[src/rtl/circle_pkg.sv]
// Shared types and constants for the 160x120 circle-drawing datapath.
package circle_pkg;

  localparam int SCREEN_W = 160;
  localparam int SCREEN_H = 120;

  localparam int SEL_POS_A = 0;
  localparam int SEL_POS_B = 1;
  localparam int SEL_NEG_A = 2;
  localparam int SEL_NEG_B = 3;
  localparam int SEL_CNT   = 4;

  typedef logic [2:0]        colour_t;
  typedef logic signed [8:0] coord_t;

  function automatic logic onehot5(input logic [4:0] s);
    return (s != 5'd0) && ((s & (s - 5'd1)) == 5'd0);
  endfunction

endpackage

[src/rtl/circle_octant_mux.sv]
// One-axis coordinate select: centre +/- offset or the clear counter.
module circle_octant_mux
  import circle_pkg::*;
(
  input  coord_t     centre,
  input  coord_t     pos_a,
  input  coord_t     pos_b,
  input  coord_t     cnt,
  input  logic [4:0] sel,
  output coord_t     coord,
  output logic       valid
);

  always_comb begin
    coord = '0;
    valid = onehot5(sel);
    if (valid) begin
      unique case (1'b1)
        sel[SEL_POS_A]: coord = centre + pos_a;
        sel[SEL_POS_B]: coord = centre + pos_b;
        sel[SEL_NEG_A]: coord = centre - pos_a;
        sel[SEL_NEG_B]: coord = centre - pos_b;
        sel[SEL_CNT]:   coord = cnt;
      endcase
    end
  end

endmodule

[src/rtl/circle_datapath.sv]
// Clear counters, Bresenham circle registers and registered VGA pixel port.
// Optional CIRCLE_CLIP_EN suppresses plots of off-screen coordinates.
module circle_datapath
  import circle_pkg::*;
#(
  parameter int      CENTRE_X    = 80,
  parameter int      CENTRE_Y    = 60,
  parameter int      RADIUS      = 40,
  parameter colour_t DRAW_COLOUR = 3'b010
) (
  input  logic       clk,
  input  logic       reset,
  input  logic       initx,
  input  logic       loadx,
  input  logic       inity,
  input  logic       loady,
  input  logic       initc,
  input  logic       loadc,
  input  logic       flagc,
  input  logic       plot,
  input  logic [4:0] selx,
  input  logic [4:0] sely,
  output logic       xdone,
  output logic       ydone,
  output logic       cdone,
  output logic [7:0] vga_x,
  output logic [6:0] vga_y,
  output colour_t    vga_colour,
  output logic       vga_plot
);

  localparam coord_t CX = coord_t'(CENTRE_X);
  localparam coord_t CY = coord_t'(CENTRE_Y);
  localparam coord_t R  = coord_t'(RADIUS);

  logic [7:0] xcnt;
  logic [6:0] ycnt;
  coord_t     ox, oy, crit;
  coord_t     ox_n, oy_n, crit_n;
  coord_t     xc, yc;
  logic       xv, yv, onscreen;

  assign xdone = (xcnt == 8'd159);
  assign ydone = (ycnt == 7'd119);
  assign cdone = (oy > ox);

  // One Bresenham step, all terms from pre-step values.
  always_comb begin
    oy_n = oy + 9'sd1;
    ox_n = ox;
    crit_n = crit + (oy_n <<< 1) + 9'sd1;
    if (crit > 9'sd0) begin
      ox_n = ox - 9'sd1;
      crit_n = crit + ((oy_n - ox_n) <<< 1) + 9'sd1;
    end
  end

  circle_octant_mux u_mux_x (
    .centre(CX),
    .pos_a (ox),
    .pos_b (oy),
    .cnt   ({1'b0, xcnt}),
    .sel   (selx),
    .coord (xc),
    .valid (xv)
  );

  circle_octant_mux u_mux_y (
    .centre(CY),
    .pos_a (oy),
    .pos_b (ox),
    .cnt   ({2'b00, ycnt}),
    .sel   (sely),
    .coord (yc),
    .valid (yv)
  );

`ifdef CIRCLE_CLIP_EN
  assign onscreen = (xc >= 9'sd0) && (xc < coord_t'(SCREEN_W))
                 && (yc >= 9'sd0) && (yc < coord_t'(SCREEN_H));
`else
  logic unused_hi;
  assign unused_hi = ^{xc[8], yc[8:7]};
  assign onscreen  = 1'b1;
`endif

  always_ff @(posedge clk or posedge reset) begin
    if (reset) begin
      xcnt       <= '0;
      ycnt       <= '0;
      ox         <= '0;
      oy         <= '0;
      crit       <= '0;
      vga_x      <= '0;
      vga_y      <= '0;
      vga_colour <= '0;
      vga_plot   <= 1'b0;
    end else begin
      if (initx)      xcnt <= '0;
      else if (loadx) xcnt <= xdone ? 8'd0 : xcnt + 8'd1;
      if (inity)      ycnt <= '0;
      else if (loady) ycnt <= ydone ? 7'd0 : ycnt + 7'd1;
      if (initc) begin
        ox   <= R;
        oy   <= '0;
        crit <= 9'sd1 - R;
      end else if (loadc) begin
        ox   <= ox_n;
        oy   <= oy_n;
        crit <= crit_n;
      end
      vga_x      <= xc[7:0];
      vga_y      <= yc[6:0];
      vga_colour <= flagc ? DRAW_COLOUR : colour_t'(3'b000);
      vga_plot   <= plot & xv & yv & onscreen;
    end
  end

endmodule

[config.mk]
export PLATFORM = sky130hd
export DESIGN_NAME = circle_datapath
export DESIGN_NICKNAME = d
export VERILOG_FILES = /design/src/rtl/circle_pkg.sv /design/src/rtl/circle_octant_mux.sv /design/src/rtl/circle_datapath.sv
export SDC_FILE = /design/constraint.sdc
export NUM_CORES = 1
export LEC_CHECK = 0
export CORE_MARGIN = 2
export CORE_UTILIZATION = 50
export CTS_CLUSTER_SIZE = 40
export DETAILED_ROUTE_END_ITERATION = 8
export PLACE_DENSITY = 0.68
export SYNTH_ARGS = -nofsm -noshare
export SYNTH_HDL_FRONTEND = slang
export SYNTH_SLANG_ARGS = --single-unit
[constraint.sdc]
create_clock -name clk -period 10.3 [get_ports clk]
set_clock_uncertainty 0.1 [all_clocks]
set_input_delay 1.03 -clock clk [delete_from_list [all_inputs] [get_ports clk]]
set_output_delay 1.03 -clock clk [all_outputs]
set_load 0.1 [all_outputs]
== After elaboration in Yosys (flattened, before gate mapping) ==
Index checks and enable logic that the tools add are counted.

* Bits in registers: 60
* Logic and storage cells: 66

* Reductions and logical operators: 11
* Muxes and demuxes: 19
* Bitwise logic cells: 4
* $add $sub $neg: 19
* Order comparisons: 2
* Eq/ne operators: 2

{| class="wikitable"
|+ Operator list
! kind !! count
|-
| 2-to-1 mux 9 bit || 8
|-
| case mux 8 bit (5 select lines) || 1
|-
| case mux 7 bit (5 select lines) || 1
|-
| 2-to-1 mux 8 bit || 4
|-
| 2-to-1 mux 7 bit || 4
|-
| adder 9 x 2 -> 9 bit (second input constant) || 3
|-
| adder 9 bit || 2
|-
| adder 8 bit (first input constant) || 2
|-
| subtractor 8 bit (first input constant) || 2
|-
| adder 7 bit (first input constant) || 2
|-
| subtractor 7 bit (first input constant) || 2
|-
| AND 5 bit || 2
|-
| logical NOT 5 bit || 2
|-
| nonzero test 5 bit || 2
|-
| subtractor 5 x 1 -> 5 bit (second input constant) || 2
|-
| > comparator 9 x 1 -> 1 bit (second input constant) || 1
|-
| > comparator 9 bit || 1
|-
| subtractor 9 x 2 -> 9 bit (second input constant) || 1
|-
| adder 8 x 1 -> 8 bit (second input constant) || 1
|-
| == test 8 bit (second input constant) || 1
|-
| nonzero test 2 bit || 4
|-
| subtractor 8 bit || 1
|-
| adder 7 x 1 -> 7 bit (second input constant) || 1
|-
| == test 7 bit (second input constant) || 1
|-
| other kinds (4) || 6
|}

== Logic depth before layout (Yosys ltp) ==
* Word-level depth: 7
* Gate-level depth with buffers: 18

== Hierarchy ==
Synthesis repeated with hierarchy kept, for this count alone.

* Cells, all modules: 702
* Area, all modules: 5921.9 µm²

{| class="wikitable"
|+ By module, submodules not included
! module !! area each (µm²) !! instances !! cells an instance !! sequential area each (µm²)
|-
| circle_datapath || 3782.4 || 1 || 388 || 1476.4
|-
| circle_octant_mux || 1069.8 || 2 || 157 || 0.0
|}

== Least setup slack after synthesis ==
No wires, ideal clock.

* Path kind: register -> output
* Start: reg xcnt[0]
* End: out xdone
* Data required time: 9170 ps
* Setup slack: 5235 ps
* Path buffers: 0
* Cell stages (with the launch flop): 4
* Arrival time: 3935 ps
* Cells stage by stage: dfrtp_1 > ha_1 > nand4_1 > nor4b_1

* Longest elaborated chain between the ends: 1

{| class="wikitable"
|+ RTL lines
! what !! RTL line !! RTL
|-
| from (decl) || circle_datapath.sv:36 || <nowiki>logic [7:0] xcnt;</nowiki>
|-
| from (signal assigned) || circle_datapath.sv:100 || <nowiki>else if (loadx) xcnt <= xdone ? 8'd0 : xcnt + 8'd1;</nowiki>
|-
| == test 8 bit || circle_datapath.sv:43 || <nowiki>assign xdone = (xcnt == 8'd159);</nowiki>
|-
| to (decl) || circle_datapath.sv:23 || <nowiki>output logic xdone,</nowiki>
|}

Every way passes these cells.

== Worst setup path in the final report ==
* Start: reg ox[2]
* End: out cdone

* Longest elaborated chain between the ends: 1

{| class="wikitable"
|+ RTL lines
! what !! RTL line !! RTL
|-
| from (decl) || circle_datapath.sv:38 || <nowiki>coord_t ox, oy, crit;</nowiki>
|-
| from (signal assigned) || circle_datapath.sv:108 || <nowiki>ox <= ox_n;</nowiki>
|-
| > comparator 9 bit || circle_datapath.sv:45 || <nowiki>assign cdone = (oy > ox);</nowiki>
|-
| to (decl) || circle_datapath.sv:25 || <nowiki>output logic cdone,</nowiki>
|}

Every way passes these cells.

==> impl_metrics.json <==
{
  "setup_viol": 0,
  "dr.pass1.iters": 6,
  "post_cts_buffers": 0,
  "slowest_stage": "clkdlybuf4s50_1",
  "cp_data_required_time_ns": 9.17,
  "synth_top_family_by_area": "simple AND/OR/NAND/NOR gates",
  "numPortBuffers": 39,
  "tns_ns": 0,
  "slew_headroom": 0.3109,
  "grt_pass1_wl_mm": 20.85,
  "root_buffer": "clkbuf_8",
  "synth_seq_cells": 59,
  "cts_tree": "done",
  "muxShareOfSynthArea": 0.03090,
  "max_stage_delay_ns": 1.17,
  "synth_edf_count": 0,
  "holdWs_ns": 0.4541,
  "crit_path_frequent_cell": "o21ai_0",
  "clk_path_buf_depth": 2,
  "diodes": 0,
  "wire_per_inst_um": 17.25,
  "yosys.area_share.simple": 0.1882,
  "critPathKind": "register to output port",
  "rows": 35,
  "postPlaceCellArea_um2": 5279,
  "die_x_um": 102.6,
  "area_delta_synth_final_pct": 11.92,
  "finalCritPeriodShare": 0.4412,
  "syn_area_um2": 4860,
  "grt_pass1_vias": 4179,
  "layout.cells.non_filler": 727,
  "yosysMostFrequentCell": "nor2_1",
  "cap_violations": 0,
  "synth_fa_ha_area_frac": 0.1128,
  "synth-seq-area-share": 0.3038,
  "final_util": 0.5831,
  "rsz0062_at_grt": "no",
  "vias_per_cell": 5.900,
  "layout-drive-gt1-share": 0.03846,
  "drtAntennaViolNets": 0,
  "regToRegSetupSlack_ns": 6.57,
  "postSynthCellCount": 574,
  "vdd.ir_drop.worst_v": 0.0001064,
  "drt_iter0_drc": 199,
  "antenna_found_initial": 0,
  "fin_crit_ns": 4.544,
  "grt_use_total": 0.2567,
  "num_vias": 4289,
  "synth_top_area_share": 0.3038,
  "cts_resized": 0,
  "clk_pin_slew_worst_paths_ns": 0.07,
  "dp.cells": 712,
  "arrival_ns": 3.41,
  "finalWeightedCongestion": 0.8836,
  "p_leak_uw": 0.002350,
  "ioPinCount": 42,
  "dp_hpwl_mm": 9.187,
  "hold_path_class": "register to register",
  "yosysWarnings": 0,
  "fmax_mhz": 220.1,
  "cp-end-kind": "output port",
  "synth_compound_area_frac": 0.1828,
  "ys.flop_type": "dfrtp_1",
  "yosys-top-cells-count": "60 x nor2_1, 59 x dfrtp_1, 47 x nand2_1, 45 x a21oi_1, 42 x xnor2_1",
  "status": "completed",
  "drv_slew": 0,
  "start_util": 0.5210,
  "p_per_area_nw_per_um2": 138.4,
  "cts.sinks": 59,
  "avgSynthCellArea_um2": 8.466,
  "synth_async_sr_flop_share": 1.000,
  "cts_inserted_buffers": 9,
  "fin_area_um2": 5439,
  "dieArea_um2": 10520,
  "synthXorXnorAreaFrac": 0.1311,
  "yosysUniqueCellTypes": 59,
  "report.final.hold_viol_count": 0,
  "die_height_um": 102.6,
  "grt-ovfl-total": 0,
  "netlist_top_cells_area": "dfrtp_1 30%, ha_1 10%, xnor2_1 7.6%",
  "nNetsFinal": 656,
  "clock_latency_ns": 0.35,
  "coreArea_um2": 9328,
  "htree_levels": 3,
  "drt-total-wl_mm": 12.54,
  "grt_start_max_net_pins": 60,
  "crit_chain": "inv_1 -> ha_1 -> o21ai_0 -> nand2b_1 -> a21oi_1 -> o21ai_0 -> a31oi_1 -> o22ai_1 -> clkdlybuf4s50_1",
  "worst_pin_slew_ns": 1.030,
  "synth_top_area_cell": "dfrtp_1",
  "ctsHoldBuffers": 0,
  "worst_setup_path_start_kind": "register",
  "crit_fanout": 11,
  "drcViolationCount": 0
}
## cell type report
class / count / area, um^2
clock buffer: 12 / 145.1
clock inverter: 3 / 15.01
fill: 861 / 3889
inverter: 24 / 90.09
multi-input combinational: 459 / 3146
sequential: 59 / 1476
tap: 129 / 161.4
timing repair buffer: 41 / 405.4
## per-stage QoR
stage                     total power, uW  setup slack (ns)
after global routing                806.5             5.740
after CTS                           759.4             5.822
after global placement              568.3             6.304
after detailed placement            571.4             6.209
final                               752.8             5.756
after floorplan                     503.8             5.235
## flip-flops by register name, summed over array words and instances, names as in the netlist
register    flops
vga_colour      1
oy              9
ox              9
vga_y           7
ycnt            7
xcnt            8
crit            9
vga_plot        1
vga_x           8
## critical path: cells and delay by family, from the launching register on
family          cells  cell delay [ns]
compound gates      5             0.76
fa+ha+maj           1             0.33
buf+inv             2             1.34
flops               1             0.56
simple gates        1             0.07
## worst paths after layout
kind | startpoint | cells after the start | endpoint
max | ox[2] | 9 | cdone
min | ox[8] | 2 | ox[8]
max reg2reg | ox[0] | 14 | crit[8]
min reg2reg | ox[8] | 2 | ox[8]
max in group asynchronous | reset | 3 | vga_y[6]
min in group asynchronous | reset | 3 | crit[0]
## cells in the final DEF (no fill, tap or decap), types with 3 or more instances in the layout
cell / count
a211o_1: 3
a211oi_1: 7
o21bai_1: 3
a22oi_1: 4
and3_1: 9
xor2_1: 27
a21o_1: 8
a221oi_1: 3
dfrtp_1: 59
clkbuf_8: 10
inv_1: 21
nor2b_1: 7
fa_1: 3
nand3_1: 9
ha_1: 39
o41ai_1: 3
nor4_1: 4
nor3b_1: 3
a21oi_1: 45
clkdlybuf4s50_1: 39
o21ai_1: 4
xnor2_1: 42
nand2_1: 47
clkinv_2: 3
nand4_1: 9
a222oi_1: 10
nor3_1: 17
o21ai_0: 31
or3_1: 9
nor2_1: 60
nand2b_1: 5
mux2i_1: 15
## layer usage
metal	global-route usage	routed length (um)	vias up
met5	0	0	-
met4	0.1169	415	0
met3	0.03525	646	35
met2	0.4324	5957	130
met1	0.3275	5521	2039
li1	-	-	2085
## logic make-up (layout without fill, tap and decap cells)
| family | count (synthesis) | in the layout |
|---|---|---|
| simple gates | 190 | 190 |
| buf+inv | 57 | 80 |
| compound gates | 139 | 139 |
| mux | 15 | 15 |
| fa+ha+maj | 42 | 42 |
| flops | 59 | 59 |
| xor+xnor | 71 | 71 |
| other cells | 1 | 2 |
## power by group
part / internal [uW] / switching, uW
combinational: 121 / 183
clock: 91.3 / 93.0
sequential: 245 / 19.1
total: 458 / 295
Note: power is estimated with default switching activity, not from simulation.
